<file path="src/rtl/ahb_out_pkg.sv">
// rtl/ahb_out_pkg.sv - register map and bit positions shared by the AHB output FIFO
//
// Purpose: register offsets (HADDR[3:2]), STATUS/CTRL bit positions and the
// decoded offset type used by ahb_out_fifo.
// Ports: none (package).

package ahb_out_pkg;

  localparam logic [1:0] OFF_DATA   = 2'd0;
  localparam logic [1:0] OFF_STATUS = 2'd1;
  localparam logic [1:0] OFF_CTRL   = 2'd2;
  localparam logic [1:0] OFF_RSVD   = 2'd3;

  localparam int STATUS_EMPTY_BIT = 0;
  localparam int STATUS_FULL_BIT  = 1;
  localparam int STATUS_OVF_BIT   = 2;
  localparam int STATUS_COUNT_LSB = 8;

  localparam int CTRL_ENABLE_BIT = 0;
  localparam int CTRL_FLUSH_BIT  = 1;
  localparam int CTRL_IRQ_EN_BIT = 2;

  typedef enum logic [1:0] {
    REG_DATA   = OFF_DATA,
    REG_STATUS = OFF_STATUS,
    REG_CTRL   = OFF_CTRL,
    REG_RSVD   = OFF_RSVD
  } reg_offset_t;

endpackage

</file>
<file path="src/rtl/ahb_out_fifo_sync_fifo.sv">
// rtl/ahb_out_fifo_sync_fifo.sv - synchronous FIFO storage, pointers and occupancy count
//
// Purpose: DEPTH-entry single-clock FIFO with flush. Push and pop may complete
// in the same cycle even when full; flush dominates both.
// Ports:
//   clk, resetn        - clock, synchronous active-low reset
//   push, push_data    - write request and word
//   pop                - read request (ignored when empty)
//   flush              - clears pointers and count on the next edge
//   head               - word at the read pointer (unqualified)
//   full, empty, count - occupancy, count in 0..DEPTH

module sync_fifo #(
  parameter int DATA_WIDTH = 32,
  parameter int DEPTH      = 8
) (
  input  logic                       clk,
  input  logic                       resetn,
  input  logic                       push,
  input  logic [DATA_WIDTH-1:0]      push_data,
  input  logic                       pop,
  input  logic                       flush,
  output logic [DATA_WIDTH-1:0]      head,
  output logic                       full,
  output logic                       empty,
  output logic [$clog2(DEPTH):0]     count
);

  localparam int AW = $clog2(DEPTH);
  localparam logic [AW:0]   FULL_COUNT = DEPTH;
  localparam logic [AW:0]   CNT_ONE    = 1;
  localparam logic [AW-1:0] PTR_ONE    = 1;

  logic [DATA_WIDTH-1:0] mem [DEPTH];
  logic [AW-1:0]         wr_ptr;
  logic [AW-1:0]         rd_ptr;
  logic [AW:0]           cnt;
  logic                  pop_ok;
  logic                  push_ok;

  assign full  = (cnt == FULL_COUNT);
  assign empty = (cnt == '0);
  assign count = cnt;
  assign head  = mem[rd_ptr];

  // A pop frees a slot in the same cycle, so a push into a full FIFO is
  // accepted when it is paired with a pop.
  assign pop_ok  = pop & ~empty;
  assign push_ok = push & (~full | pop_ok);

  always_ff @(posedge clk) begin
    if (!resetn || flush) begin
      wr_ptr <= '0;
      rd_ptr <= '0;
      cnt    <= '0;
    end else begin
      if (push_ok) wr_ptr <= wr_ptr + PTR_ONE;
      if (pop_ok)  rd_ptr <= rd_ptr + PTR_ONE;
      case ({push_ok, pop_ok})
        2'b10:   cnt <= cnt + CNT_ONE;
        2'b01:   cnt <= cnt - CNT_ONE;
        default: cnt <= cnt;
      endcase
    end
  end

  // Storage is deliberately not reset.
  always_ff @(posedge clk) begin
    if (resetn && !flush && push_ok) mem[wr_ptr] <= push_data;
  end

endmodule

</file>
<file path="src/rtl/ahb_out_fifo.sv">
// rtl/ahb_out_fifo.sv - AHB-Lite slave that feeds a word FIFO to a valid/ready consumer
//
// Purpose: AHB register front end (DATA push, STATUS, CTRL), consumer handshake
// and level interrupt around a sync_fifo.
// Ports:
//   HCLK, HRESETn                   - clock, synchronous active-low reset
//   HSEL..HREADY, HRDATA, HREADYOUT - AHB-Lite slave (zero wait states)
//   DataOut, DataValid, DataReady   - FIFO head to the consumer
//   Irq                             - irq_en & (empty | overflow)

module ahb_out_fifo
  import ahb_out_pkg::*;
#(
  parameter int DATA_WIDTH = 32,
  parameter int DEPTH      = 8
) (
  input  logic                  HCLK,
  input  logic                  HRESETn,
  input  logic                  HSEL,
  input  logic [31:0]           HADDR,
  input  logic [1:0]            HTRANS,
  input  logic                  HWRITE,
  input  logic [2:0]            HSIZE,
  input  logic [31:0]           HWDATA,
  input  logic                  HREADY,
  output logic [31:0]           HRDATA,
  output logic                  HREADYOUT,
  output logic [DATA_WIDTH-1:0] DataOut,
  output logic                  DataValid,
  input  logic                  DataReady,
  output logic                  Irq
);

  localparam int AW = $clog2(DEPTH);

  // Captured address phase.
  logic        dp_valid;
  logic        dp_write;
  reg_offset_t dp_off;

  logic        enable;
  logic        irq_en;
  logic        overflow;

  logic                  wr_en;
  logic                  push;
  logic                  pop;
  logic                  flush;
  logic                  ovf_clear;
  logic                  ovf_set;
  logic [DATA_WIDTH-1:0] fifo_head;
  logic                  fifo_full;
  logic                  fifo_empty;
  logic [AW:0]           fifo_count;

  logic [7:0]            count8;
  logic [31:0]           head32;
  logic [31:0]           status_word;
  logic [31:0]           ctrl_word;

  logic unused_bits;
  assign unused_bits = ^{HADDR[31:4], HADDR[1:0], HTRANS[0], HSIZE, HWDATA};

  assign HREADYOUT = 1'b1;

  always_ff @(posedge HCLK) begin
    if (!HRESETn) begin
      dp_valid <= 1'b0;
      dp_write <= 1'b0;
      dp_off   <= REG_DATA;
    end else if (HREADY) begin
      dp_valid <= HSEL & HTRANS[1];
      dp_write <= HWRITE;
      dp_off   <= reg_offset_t'(HADDR[3:2]);
    end
  end

  assign wr_en     = dp_valid & dp_write & HREADY;
  assign push      = wr_en & (dp_off == REG_DATA);
  assign flush     = wr_en & (dp_off == REG_CTRL) & HWDATA[CTRL_FLUSH_BIT];
  assign ovf_clear = wr_en & (dp_off == REG_STATUS) & HWDATA[STATUS_OVF_BIT];

  // Outputs are forced quiet while reset is held so the consumer never sees a
  // word from a FIFO that is about to be cleared.
  assign DataValid = HRESETn & enable & ~fifo_empty;
  assign DataOut   = (HRESETn && !fifo_empty) ? fifo_head : '0;
  assign pop       = DataValid & DataReady;
  assign Irq       = HRESETn & irq_en & (fifo_empty | overflow);

  // A dropped push is only an overflow when neither a pop nor a flush
  // would have made room for it.
  assign ovf_set = push & fifo_full & ~pop & ~flush;

  always_ff @(posedge HCLK) begin
    if (!HRESETn) begin
      enable   <= 1'b0;
      irq_en   <= 1'b0;
      overflow <= 1'b0;
    end else begin
      if (wr_en && dp_off == REG_CTRL) begin
        enable <= HWDATA[CTRL_ENABLE_BIT];
        irq_en <= HWDATA[CTRL_IRQ_EN_BIT];
      end
      if (ovf_clear)    overflow <= 1'b0;
      else if (ovf_set) overflow <= 1'b1;
    end
  end

  sync_fifo #(
    .DATA_WIDTH (DATA_WIDTH),
    .DEPTH      (DEPTH)
  ) u_fifo (
    .clk       (HCLK),
    .resetn    (HRESETn),
    .push      (push),
    .push_data (HWDATA[DATA_WIDTH-1:0]),
    .pop       (pop),
    .flush     (flush),
    .head      (fifo_head),
    .full      (fifo_full),
    .empty     (fifo_empty),
    .count     (fifo_count)
  );

  always_comb begin
    count8           = '0;
    count8[AW:0]     = fifo_count;
    head32           = '0;
    head32[DATA_WIDTH-1:0] = DataOut;

    status_word                              = '0;
    status_word[STATUS_EMPTY_BIT]            = fifo_empty;
    status_word[STATUS_FULL_BIT]             = fifo_full;
    status_word[STATUS_OVF_BIT]              = overflow;
    status_word[STATUS_COUNT_LSB +: 8]       = count8;

    // Flush is a strobe, so it always reads back as 0.
    ctrl_word                  = '0;
    ctrl_word[CTRL_ENABLE_BIT] = enable;
    ctrl_word[CTRL_IRQ_EN_BIT] = irq_en;

    HRDATA = '0;
    if (HRESETn && dp_valid && !dp_write) begin
      case (dp_off)
        REG_DATA:   HRDATA = head32;
        REG_STATUS: HRDATA = status_word;
        REG_CTRL:   HRDATA = ctrl_word;
        default:    HRDATA = '0;
      endcase
    end
  end

endmodule
</file>
<file path="config.mk">
export PLATFORM = sky130hd
export DESIGN_NAME = ahb_out_fifo
export DESIGN_NICKNAME = d
export VERILOG_FILES = /design/src/rtl/ahb_out_pkg.sv /design/src/rtl/ahb_out_fifo_sync_fifo.sv /design/src/rtl/ahb_out_fifo.sv
export SDC_FILE = /design/constraint.sdc
export NUM_CORES = 1
export LEC_CHECK = 0
export CAP_MARGIN = 20
export CORE_UTILIZATION = 40
export DETAILED_ROUTE_END_ITERATION = 10
export PLACE_DENSITY_LB_ADDON = 0.1
export REMOVE_ABC_BUFFERS = 1
export SYNTH_ARGS = -nofsm -noshare
export SYNTH_HDL_FRONTEND = slang
export SYNTH_HIERARCHICAL = 1
export SYNTH_SLANG_ARGS = --single-unit
</file>
<file path="constraint.sdc">
create_clock -name HCLK -period 12 [get_ports HCLK]
set_clock_uncertainty 0.1 [all_clocks]
set_input_delay 2.4 -clock HCLK [delete_from_list [all_inputs] [get_ports HCLK]]
set_output_delay 2.4 -clock HCLK [all_outputs]
set_load 0.02 [all_outputs]
</file>
==> flow_metrics.env, run 1 <==
export IMPL_post_cts_buffers=0
export IMPL_end_kind="output pin"
export IMPL_hold_start="irq_en$_SDFFE_PN0P_"
export IMPL_crit_required_ns=9.50
export IMPL_finalCritPeriodShare_pct=61.9
export IMPL_syn_area_per_cell_um2=19.6
export IMPL_cts_resized=0
export IMPL_yosysWarningCount=6
export IMPL_wl_per_cell_um=21.5
export IMPL_cp_max_fo=40
export IMPL_critPathLaunchType="input pin"
export IMPL_max_cap_violations=0
export IMPL_regToRegSetupSlack_ns=8.32
export IMPL_synthFlopType="edfxtp_1"
export IMPL_post_route_util_pct=49.4
export IMPL_drive_above_1_share_pct=19.5
export IMPL_cts_tree="built"
export IMPL_cts_sinks=276
export IMPL_slowest_stage="and2b_2"
export IMPL_path_cells="clkdlybuf4s50_1, and2b_2, and2_1, and2_1, clkdlybuf4s50_1"
export IMPL_die_w_um=171
export IMPL_p_leak_nw=4.38
export IMPL_antenna_found_initial=1
export IMPL_synth_area_mm2=0.0115
export IMPL_antenna_cells=0
export IMPL_cts_made_buffers=29
export IMPL_gp_congestion=0.805
export IMPL_status="complete, no violations"
export IMPL_synthArstFlopShare_pct=0
export IMPL_postRouteWirelength_mm=23.6
export IMPL_rsz0062_at_grt="false"
export IMPL_fin_nets=782
export IMPL_hold_violations=0
export IMPL_syn_inst=586
export IMPL_cts_htree_levels=1
export IMPL_ioPinCount=142
export IMPL_hold_path_class="reg2reg"
export IMPL_grt_max_degree=65
export IMPL_hpwl_mm=12.7
export IMPL_r2r_start="dp_off[0]$_SDFFE_PN0P_"
export IMPL_setup_violations=0
export IMPL_slew_headroom_pct=35.7
export IMPL_grt_pass1_wl_mm=35.6
export IMPL_firstDrtPassIters=5
export IMPL_grt_overflow=0
export IMPL_ctsLongestPathBuffers=3
export IMPL_ys_seq_elements=276
export IMPL_core_area_mm2=0.0280
export IMPL_area_growth_pct=20.6
export IMPL_drt_initial_drc_count=382
export IMPL_start_util_pct=41.0
export IMPL_cts_root_buf="clkbuf_16"
export IMPL_setup_tns_final_ns=0
export IMPL_cp_arrival_ns=4.93
export IMPL_grt_usage_pct=16.5
export IMPL_vias=5722
export IMPL_fp_dieH_um=171
export IMPL_crit_type="in2out"
export IMPL_crit_start="HRESETn"
export IMPL_yosysSeqAreaShare_pct=70.5
export IMPL_synth_cell_type_count=53
export IMPL_irDropWorstVdd_uv=119
export IMPL_rows=61
export IMPL_finalMaxSlewViolations=0
export IMPL_finalCriticalPeriod_ns=7.43
export IMPL_p_per_area_mw_per_mm2=140
export IMPL_antenna_left=0
export IMPL_grt_pass1_vias=5987
export IMPL_drc=0
export IMPL_io_buffers=106
export IMPL_slowest_delay_ns=0.79
export IMPL_die_area_mm2=0.0294
export IMPL_via_per_inst=5.20
export IMPL_path_clk_slew_ns=0.06
export IMPL_clock_latency_ns=0.55
export IMPL_worst_pin_slew_ns=0.965
export IMPL_ctsHoldBuffers=0
export IMPL_synth_enable_flop_cells=256
export IMPL_max_freq_mhz=135
synthesized netlist by cell type (all sizes together) (2+ instances only):
| cell type | n | share of area (%) |
|---|---|---|
| mux4 | 64 | 13 |
| or3 | 3 | 0.21 |
| buf | 28 | 1.9 |
| xor2 | 3 | 0.23 |
| nand3 | 6 | 0.26 |
| nor2b | 2 | 0.11 |
| clkbuf | 3 | 0.11 |
| a21oi | 12 | 0.52 |
| nor2 | 24 | 0.85 |
| mux2 | 32 | 3.7 |
| nand3b | 7 | 0.46 |
| and2 | 59 | 3.2 |
| a211oi | 3 | 0.24 |
| xnor2 | 4 | 0.31 |
| nand4b | 2 | 0.15 |
| nor3 | 3 | 0.13 |
| nand2b | 5 | 0.27 |
| ha | 4 | 0.44 |
| dfxtp | 20 | 3.5 |
| nand2 | 7 | 0.23 |
| mux2i | 6 | 0.52 |
| o21ai | 4 | 0.24 |
| inv | 8 | 0.26 |
| a22oi | 2 | 0.13 |
| o211ai | 2 | 0.13 |
| edfxtp | 256 | 67 |
| and4 | 2 | 0.15 |
sequential cells by signal, indices dropped and copies added (netlist names), named ones only:
register / cells
irq_en: 1
u_fifo/count: 4
dp_off: 2
u_fifo/wr_ptr: 3
u_fifo/rd_ptr: 3
u_fifo/mem: 256
dp_valid: 1
enable: 1
overflow: 1
dp_write: 1
metrics by stage:
stage	cell area, µm²	hold WS (ns)	power (W)	std cells	setup WS, ns
floorplan	11200	0.368	0.00108	555	5.70
global placement	12900	0.394	0.00110	1049	4.52
detailed placement	12900	0.413	0.00110	1049	4.47
CTS	13800	0.423	0.00196	1101	4.49
global route	13800	0.481	0.00200	1101	4.39
finish	13800	0.428	0.00194	1101	4.57
per-layer routing:
metal | track usage [%] | vias to the layer above | wire, µm
met3 | 2.67 | 32 | 825
met1 | 22.0 | 2984 | 10500
met5 | 0 | - | 13
li1 | - | 2598 | -
met4 | 4.11 | 2 | 454
met2 | 28.3 | 106 | 11900
kinds of logic (layout without fill, tap and decap cells):
logic type | count (synthesis) | after routing | share of synthesized area (%)
other | 1 | 1 | 0.0327
DFF | 276 | 276 | 70.5
AOI/OAI and AO/OA | 30 | 30 | 1.84
xor gates and xnor gates | 7 | 7 | 0.534
adders and majority gates | 5 | 5 | 0.611
and+or+nand+nor | 126 | 126 | 6.61
buffers and inverters | 39 | 176 | 2.24
muxes | 102 | 102 | 17.7
worst max-delay path: cells and delay by family:
| family | cells | cell delay [ns] |
|---|---|---|
| buf+inv | 2 | 1.25 |
| simple gates | 3 | 1.23 |
placed cells by master (no fill, tap or decap), drive strengths merged, types with 4 or more instances in the layout:
| cell | count |
|---|---|
| nor2 | 24 |
| inv | 9 |
| o21ai | 4 |
| a21oi | 12 |
| clkbuf | 34 |
| mux4 | 64 |
| mux2i | 6 |
| and2 | 59 |
| buf | 10 |
| ha | 4 |
| clkdlybuf4s50 | 106 |
| xnor2 | 4 |
| clkinv | 12 |
| nand3b | 7 |
| dfxtp | 20 |
| mux2 | 32 |
| nand3 | 6 |
| nand2 | 7 |
| nand2b | 5 |
| edfxtp | 256 |
path summary, 6_finish.rpt:
check | end | depth (start not counted)
max | HRDATA[27] | 5
min | irq_en$_SDFFE_PN0P_ | 2
max reg2reg | u_fifo/mem[4][18]$_DFFE_PP_ | 6
min reg2reg | irq_en$_SDFFE_PN0P_ | 2
where the power goes:
| part | total, W | switching (W) | internal (W) |
|---|---|---|---|
| Clock | 0.000858 | 0.000352 | 0.000506 |
| Sequential | 0.00105 | 0.00000206 | 0.00105 |
| Combinational | 0.0000297 | 0.0000156 | 0.0000141 |
final cells by class:
class	instances	area, µm²
fill	2360	14200
sequential	276	8100
multi-input combinational	271	3190
timing repair buffer	116	1140
clock buffer	34	744
tap	378	473
clock inverter	18	170
inverter	8	30.0
(Power assumes the default switching activity.)
==> inputs of run 2 (changes only) <==
==> constraint.sdc (replaced) <==
create_clock -name HCLK -period 6.35 [get_ports HCLK]
set_clock_uncertainty 0.1 [all_clocks]
set_input_delay 1.27 -clock HCLK [delete_from_list [all_inputs] [get_ports HCLK]]
set_output_delay 1.27 -clock HCLK [all_outputs]
set_load 0.02 [all_outputs]
==> flow_metrics.env, run 2 (synthesis gave the netlist of run 1 again) <==
export IMPL_fillCellCount=2351
export IMPL_slowest_stage="and2b_2"
export IMPL_post_route_util_pct=49.3
export IMPL_grt_max_degree=65
export IMPL_ioPinCount=142
export IMPL_placed_area_mm2=0.0130
export IMPL_crit_required_ns=4.98
export IMPL_cts_sinks=276
export IMPL_fin_nets=786
export IMPL_grt_usage_pct=16.2
export IMPL_finalCriticalPeriod_ns=5.10
export IMPL_start_util_pct=41.0
export IMPL_slew_headroom_pct=36.4
export IMPL_ctsHoldBuffers=0
export IMPL_die_area_mm2=0.0294
export IMPL_p_per_area_mw_per_mm2=258
export IMPL_core_area_mm2=0.0280
export IMPL_cts_made_buffers=29
export IMPL_cts_root_buf="clkbuf_16"
export IMPL_cts_htree_levels=1
export IMPL_worst_pin_slew_ns=0.954
export IMPL_path_cells="clkdlybuf4s50_1, and2b_2, and2_1, and2_1, clkdlybuf4s50_1"
export IMPL_grt_overflow=0
export IMPL_cts_tree="built"
export IMPL_rows=61
export IMPL_cts_resized=0
export IMPL_crit_type="in2out"
export IMPL_io_buffers=106
export IMPL_via_per_inst=5.15
export IMPL_regToRegSetupSlack_ns=2.85
export IMPL_final_common_cell="edfxtp_1"
export IMPL_max_freq_mhz=196
export IMPL_die_w_um=171
export IMPL_wl_per_cell_um=21.0
export IMPL_rsz0062_at_grt="false"
export IMPL_power_total_w=0.00356
export IMPL_firstDrtPassIters=4
export IMPL_setup_tns_final_ns=0
export IMPL_largest_reg_flops=256
export IMPL_end_kind="output pin"
export IMPL_final_cell_mix="edfxtp_1 (256), clkdlybuf4s50_1 (106), and2_1 (59), mux4_2 (36), clkbuf_16 (29)"
export IMPL_hpwl_mm=13.1
export IMPL_cp_max_fo=40
export IMPL_cp_arrival_ns=3.73
export IMPL_hold_slack_ns=0.419
export IMPL_fin_area_mm2=0.0138
export IMPL_antenna_found_initial=3
export IMPL_drive_above_1_share_pct=19.3
export IMPL_finalMaxSlewViolations=0
export IMPL_irDropWorstVdd_uv=239
export IMPL_p_leak_nw=4.37
export IMPL_hold_path_class="reg2reg"
export IMPL_grt_pass1_vias=5909
export IMPL_status="complete, no violations"
export IMPL_path_clk_slew_ns=0.06
export IMPL_critPathLaunchType="input pin"
export IMPL_grt_pass1_wl_mm=35.0
export IMPL_max_cap_violations=0
export IMPL_antenna_left=0
export IMPL_ctsLongestPathBuffers=3
export IMPL_gp_congestion=0.758
export IMPL_fp_dieH_um=171
export IMPL_slowest_delay_ns=0.74
export IMPL_finalCritPeriodShare_pct=80.3
export IMPL_drt_initial_drc_count=262
export IMPL_top_register="u_fifo/mem"
export IMPL_vias=5694
export IMPL_drc=0
export IMPL_setup_violations=0
export IMPL_area_growth_pct=20.4
export IMPL_postRouteWirelength_mm=23.2
export IMPL_hold_violations=0
export IMPL_post_cts_buffers=0
export IMPL_clock_latency_ns=0.53
run 2: final timing paths:
check                                      from  cells after the start                          end
hold / removal    u_fifo/rd_ptr[2]$_SDFFE_PP0N_                      2                         flop
hold reg to reg   u_fifo/rd_ptr[2]$_SDFFE_PP0N_                      2                         flop
setup / recovery                        HRESETn                      5                   HRDATA[16]
setup reg to reg         dp_off[0]$_SDFFE_PN0P_                      6  u_fifo/mem[3][24]$_DFFE_PP_
run 2: cell type report:
type | instances | area [µm²] | share of cell area, %
diodes | 1 | 2.50 | 0.0181
clock buffers | 35 | 748 | 5.42
clock inverters | 17 | 108 | 0.779
inverters | 8 | 30.0 | 0.217
multi-input cells | 271 | 3190 | 23.1
flip-flops and latches | 276 | 8100 | 58.6
well taps | 378 | 473 | 3.42
repair buffers | 120 | 1170 | 8.44
run 2: power breakdown:
part / internal (W) / switching, W / total (W)
clock: 0.000872 / 0.000645 / 0.00152
sequential: 0.00199 / 0.00000370 / 0.00199
combinational: 0.0000267 / 0.0000294 / 0.0000560
run 2: through the flow:
stage / instances / setup slack [ns]
finish: 1106 / 1.25
global route: 1105 / 1.09
CTS: 1105 / 1.18
detailed placement: 1053 / 1.19
global placement: 1053 / 1.20
floorplan: 555 / 1.18
run 2: metal layers:
metal	vias to the layer above	GRT usage (%)	part of all wire, %
li1	2599	-	-
met5	-	0	0.056
met4	2	4.04	1.8
met1	2918	21.4	44
met3	32	2.95	5.3
met2	143	27.7	49
run 2: worst max-delay path, delay by kind of cell:
family        cells  cell delay (ns)
simple gates      3             1.17
buf+inv           2             1.25
==> inputs of run 3 (changes only) <==
==> constraint.sdc (replaced) <==
create_clock -name HCLK -period 4.4 [get_ports HCLK]
set_clock_uncertainty 0.1 [all_clocks]
set_input_delay 0.88 -clock HCLK [delete_from_list [all_inputs] [get_ports HCLK]]
set_output_delay 0.88 -clock HCLK [all_outputs]
set_load 0.02 [all_outputs]
==> flow_metrics.env, run 3 (synthesis gave the netlist of run 1 again) <==
export IMPL_status="complete, no violations"
export IMPL_slew_headroom_pct=62.8
export IMPL_slowest_delay_ns=0.60
export IMPL_wl_per_cell_um=20.8
export IMPL_grt_max_degree=41
export IMPL_p_int_w=0.00442
export IMPL_p_seq_share_pct=53.0
export IMPL_crit_type="reg2out"
export IMPL_power_total_w=0.00542
export IMPL_core_area_mm2=0.0280
export IMPL_post_cts_buffers=0
export IMPL_start_util_pct=41.0
export IMPL_finalCritPeriodShare_pct=93.1
export IMPL_worst_pin_slew_ns=0.558
export IMPL_cts_made_buffers=30
export IMPL_final_common_cell="edfxtp_1"
export IMPL_ctsHoldBuffers=0
export IMPL_placed_area_mm2=0.0132
export IMPL_ioPinCount=142
export IMPL_irDropWorstVdd_uv=290
export IMPL_hold_path_class="reg2reg"
export IMPL_fin_area_mm2=0.0142
export IMPL_dp_slack_ns=0.433
export IMPL_finalCriticalPeriod_ns=4.10
export IMPL_cp_max_fo=36
export IMPL_fp_dieH_um=171
export IMPL_hold_violations=0
export IMPL_crit_top_cell="and2_1"
export IMPL_antenna_cells=0
export IMPL_drt_initial_drc_count=286
export IMPL_ctsLongestPathBuffers=3
export IMPL_die_area_mm2=0.0294
export IMPL_cp_arrival_ns=3.12
export IMPL_grt_usage_pct=16.6
export IMPL_via_per_inst=5.11
export IMPL_grt_overflow=0
export IMPL_die_w_um=171
export IMPL_cts_htree_levels=1
export IMPL_slowest_stage="mux4_1"
export IMPL_drc=0
export IMPL_antenna_found_initial=0
export IMPL_clock_power_share_pct=45.5
export IMPL_pwr_share_comb_pct=1.5
export IMPL_fin_nets=801
export IMPL_setup_slack_ns=0.303
export IMPL_hpwl_mm=14.1
export IMPL_grt_pass1_wl_mm=35.8
export IMPL_cts_root_buf="clkbuf_16"
export IMPL_p_leak_nw=4.54
export IMPL_cts_sinks=276
export IMPL_rsz0062_at_grt="false"
export IMPL_top_register="u_fifo/mem"
export IMPL_drive_above_1_share_pct=20.8
export IMPL_path_clk_slew_ns=0.06
export IMPL_antenna_left=0
export IMPL_max_freq_mhz=244
export IMPL_path_cells="buf_12, mux4_1, mux2_4, and2_1, and2_1, clkdlybuf4s50_1"
export IMPL_firstDrtPassIters=4
export IMPL_critPathLaunchType="flop"
export IMPL_area_growth_pct=23.7
export IMPL_p_sw_w=0.00100
export IMPL_dpl_cell_count=1067
export IMPL_io_buffers=106
export IMPL_clock_latency_ns=0.53
export IMPL_postRouteWirelength_mm=23.4
export IMPL_max_cap_violations=0
export IMPL_largest_reg_flops=256
export IMPL_finalNonFillerCells=1123
export IMPL_hold_slack_ns=0.435
export IMPL_gp_congestion=0.827
export IMPL_final_cell_mix="edfxtp_1 (256), clkdlybuf4s50_1 (106), and2_1 (59), mux4_2 (36), clkbuf_16 (31)"
export IMPL_netSwitchingFraction_pct=18.5
export IMPL_p_per_area_mw_per_mm2=382
export IMPL_cts_resized=0
export IMPL_setup_violations=0
export IMPL_finalMaxSlewViolations=0
export IMPL_cts_tree="built"
export IMPL_grt_pass1_vias=6114
export IMPL_end_kind="output pin"
export IMPL_vias=5743
export IMPL_crit_required_ns=3.42
export IMPL_rows=61
[run 3: cell count changes in the layout (fill, tap and decap cells not counted), sizes merged]
cell / before / now
clkinv: 14 / 12
buf: 14 / 28
diode: 1 / 0
bufinv: 1 / 4
clkbuf: 35 / 38
[run 3: worst max-delay path, delay by kind of cell, from the launching register on]
| kind | cells | cell delay [ns] |
|---|---|---|
| buffers and inverters | 2 | 0.85 |
| flip-flops | 1 | 0.51 |
| multiplexers | 2 | 0.87 |
| AND/OR/NAND/NOR | 2 | 0.33 |
[run 3: power by group through the flow]
stage          clock, W  combinational [W]  sequential [W]
2_1_floorplan         0          0.0000132         0.00293
3_3_place_gp          0          0.0000789         0.00292
3_5_place_dp          0          0.0000841         0.00293
4_1_cts         0.00254          0.0000846         0.00287
5_1_grt         0.00263          0.0000909         0.00287
6_report        0.00247          0.0000833         0.00287
[run 3: path summary, 6_finish.rpt]
path / startpoint / to / slack (ns) / depth (start not counted)
max: flop / HRDATA[19] / 0.30 / 6
min: irq_en$_SDFFE_PN0P_ / irq_en$_SDFFE_PN0P_ / 0.44 / 2
max reg2reg: u_fifo/count[0]$_SDFFE_PP0P_ / u_fifo/mem[0][4]$_DFFE_PP_ / 1.26 / 9
min reg2reg: irq_en$_SDFFE_PN0P_ / irq_en$_SDFFE_PN0P_ / 0.44 / 2
[run 3: layer usage]
layer | vias up | GRT usage, % | share of wire, %
li1 | 2633 | - | -
met1 | 2952 | 21.0 | 43
met2 | 122 | 29.7 | 52
met4 | 0 | 4.11 | 2.0
met5 | - | 0 | 0
met3 | 36 | 2.44 | 3.8
[run 3: stage by stage]
| step | utilization (%) | TNS (ns) |
|---|---|---|
| after detailed placement | 47.2 | 0 |
| after global routing | 50.7 | 0 |
| after floorplan | - | -34.75 |
| after CTS | 50.7 | 0 |
| after global placement | 47.2 | 0 |
| final | 50.7 | 0 |
[run 3: area by class of cell]
cell class,instances,area (µm²)
clock buffers,38,802
clock inverters,18,185
fillers,2325,13800
inverters,8,30.0
multi-input cells,271,3190
flip-flops and latches,276,8100
well taps,378,473
repair buffers,134,1420
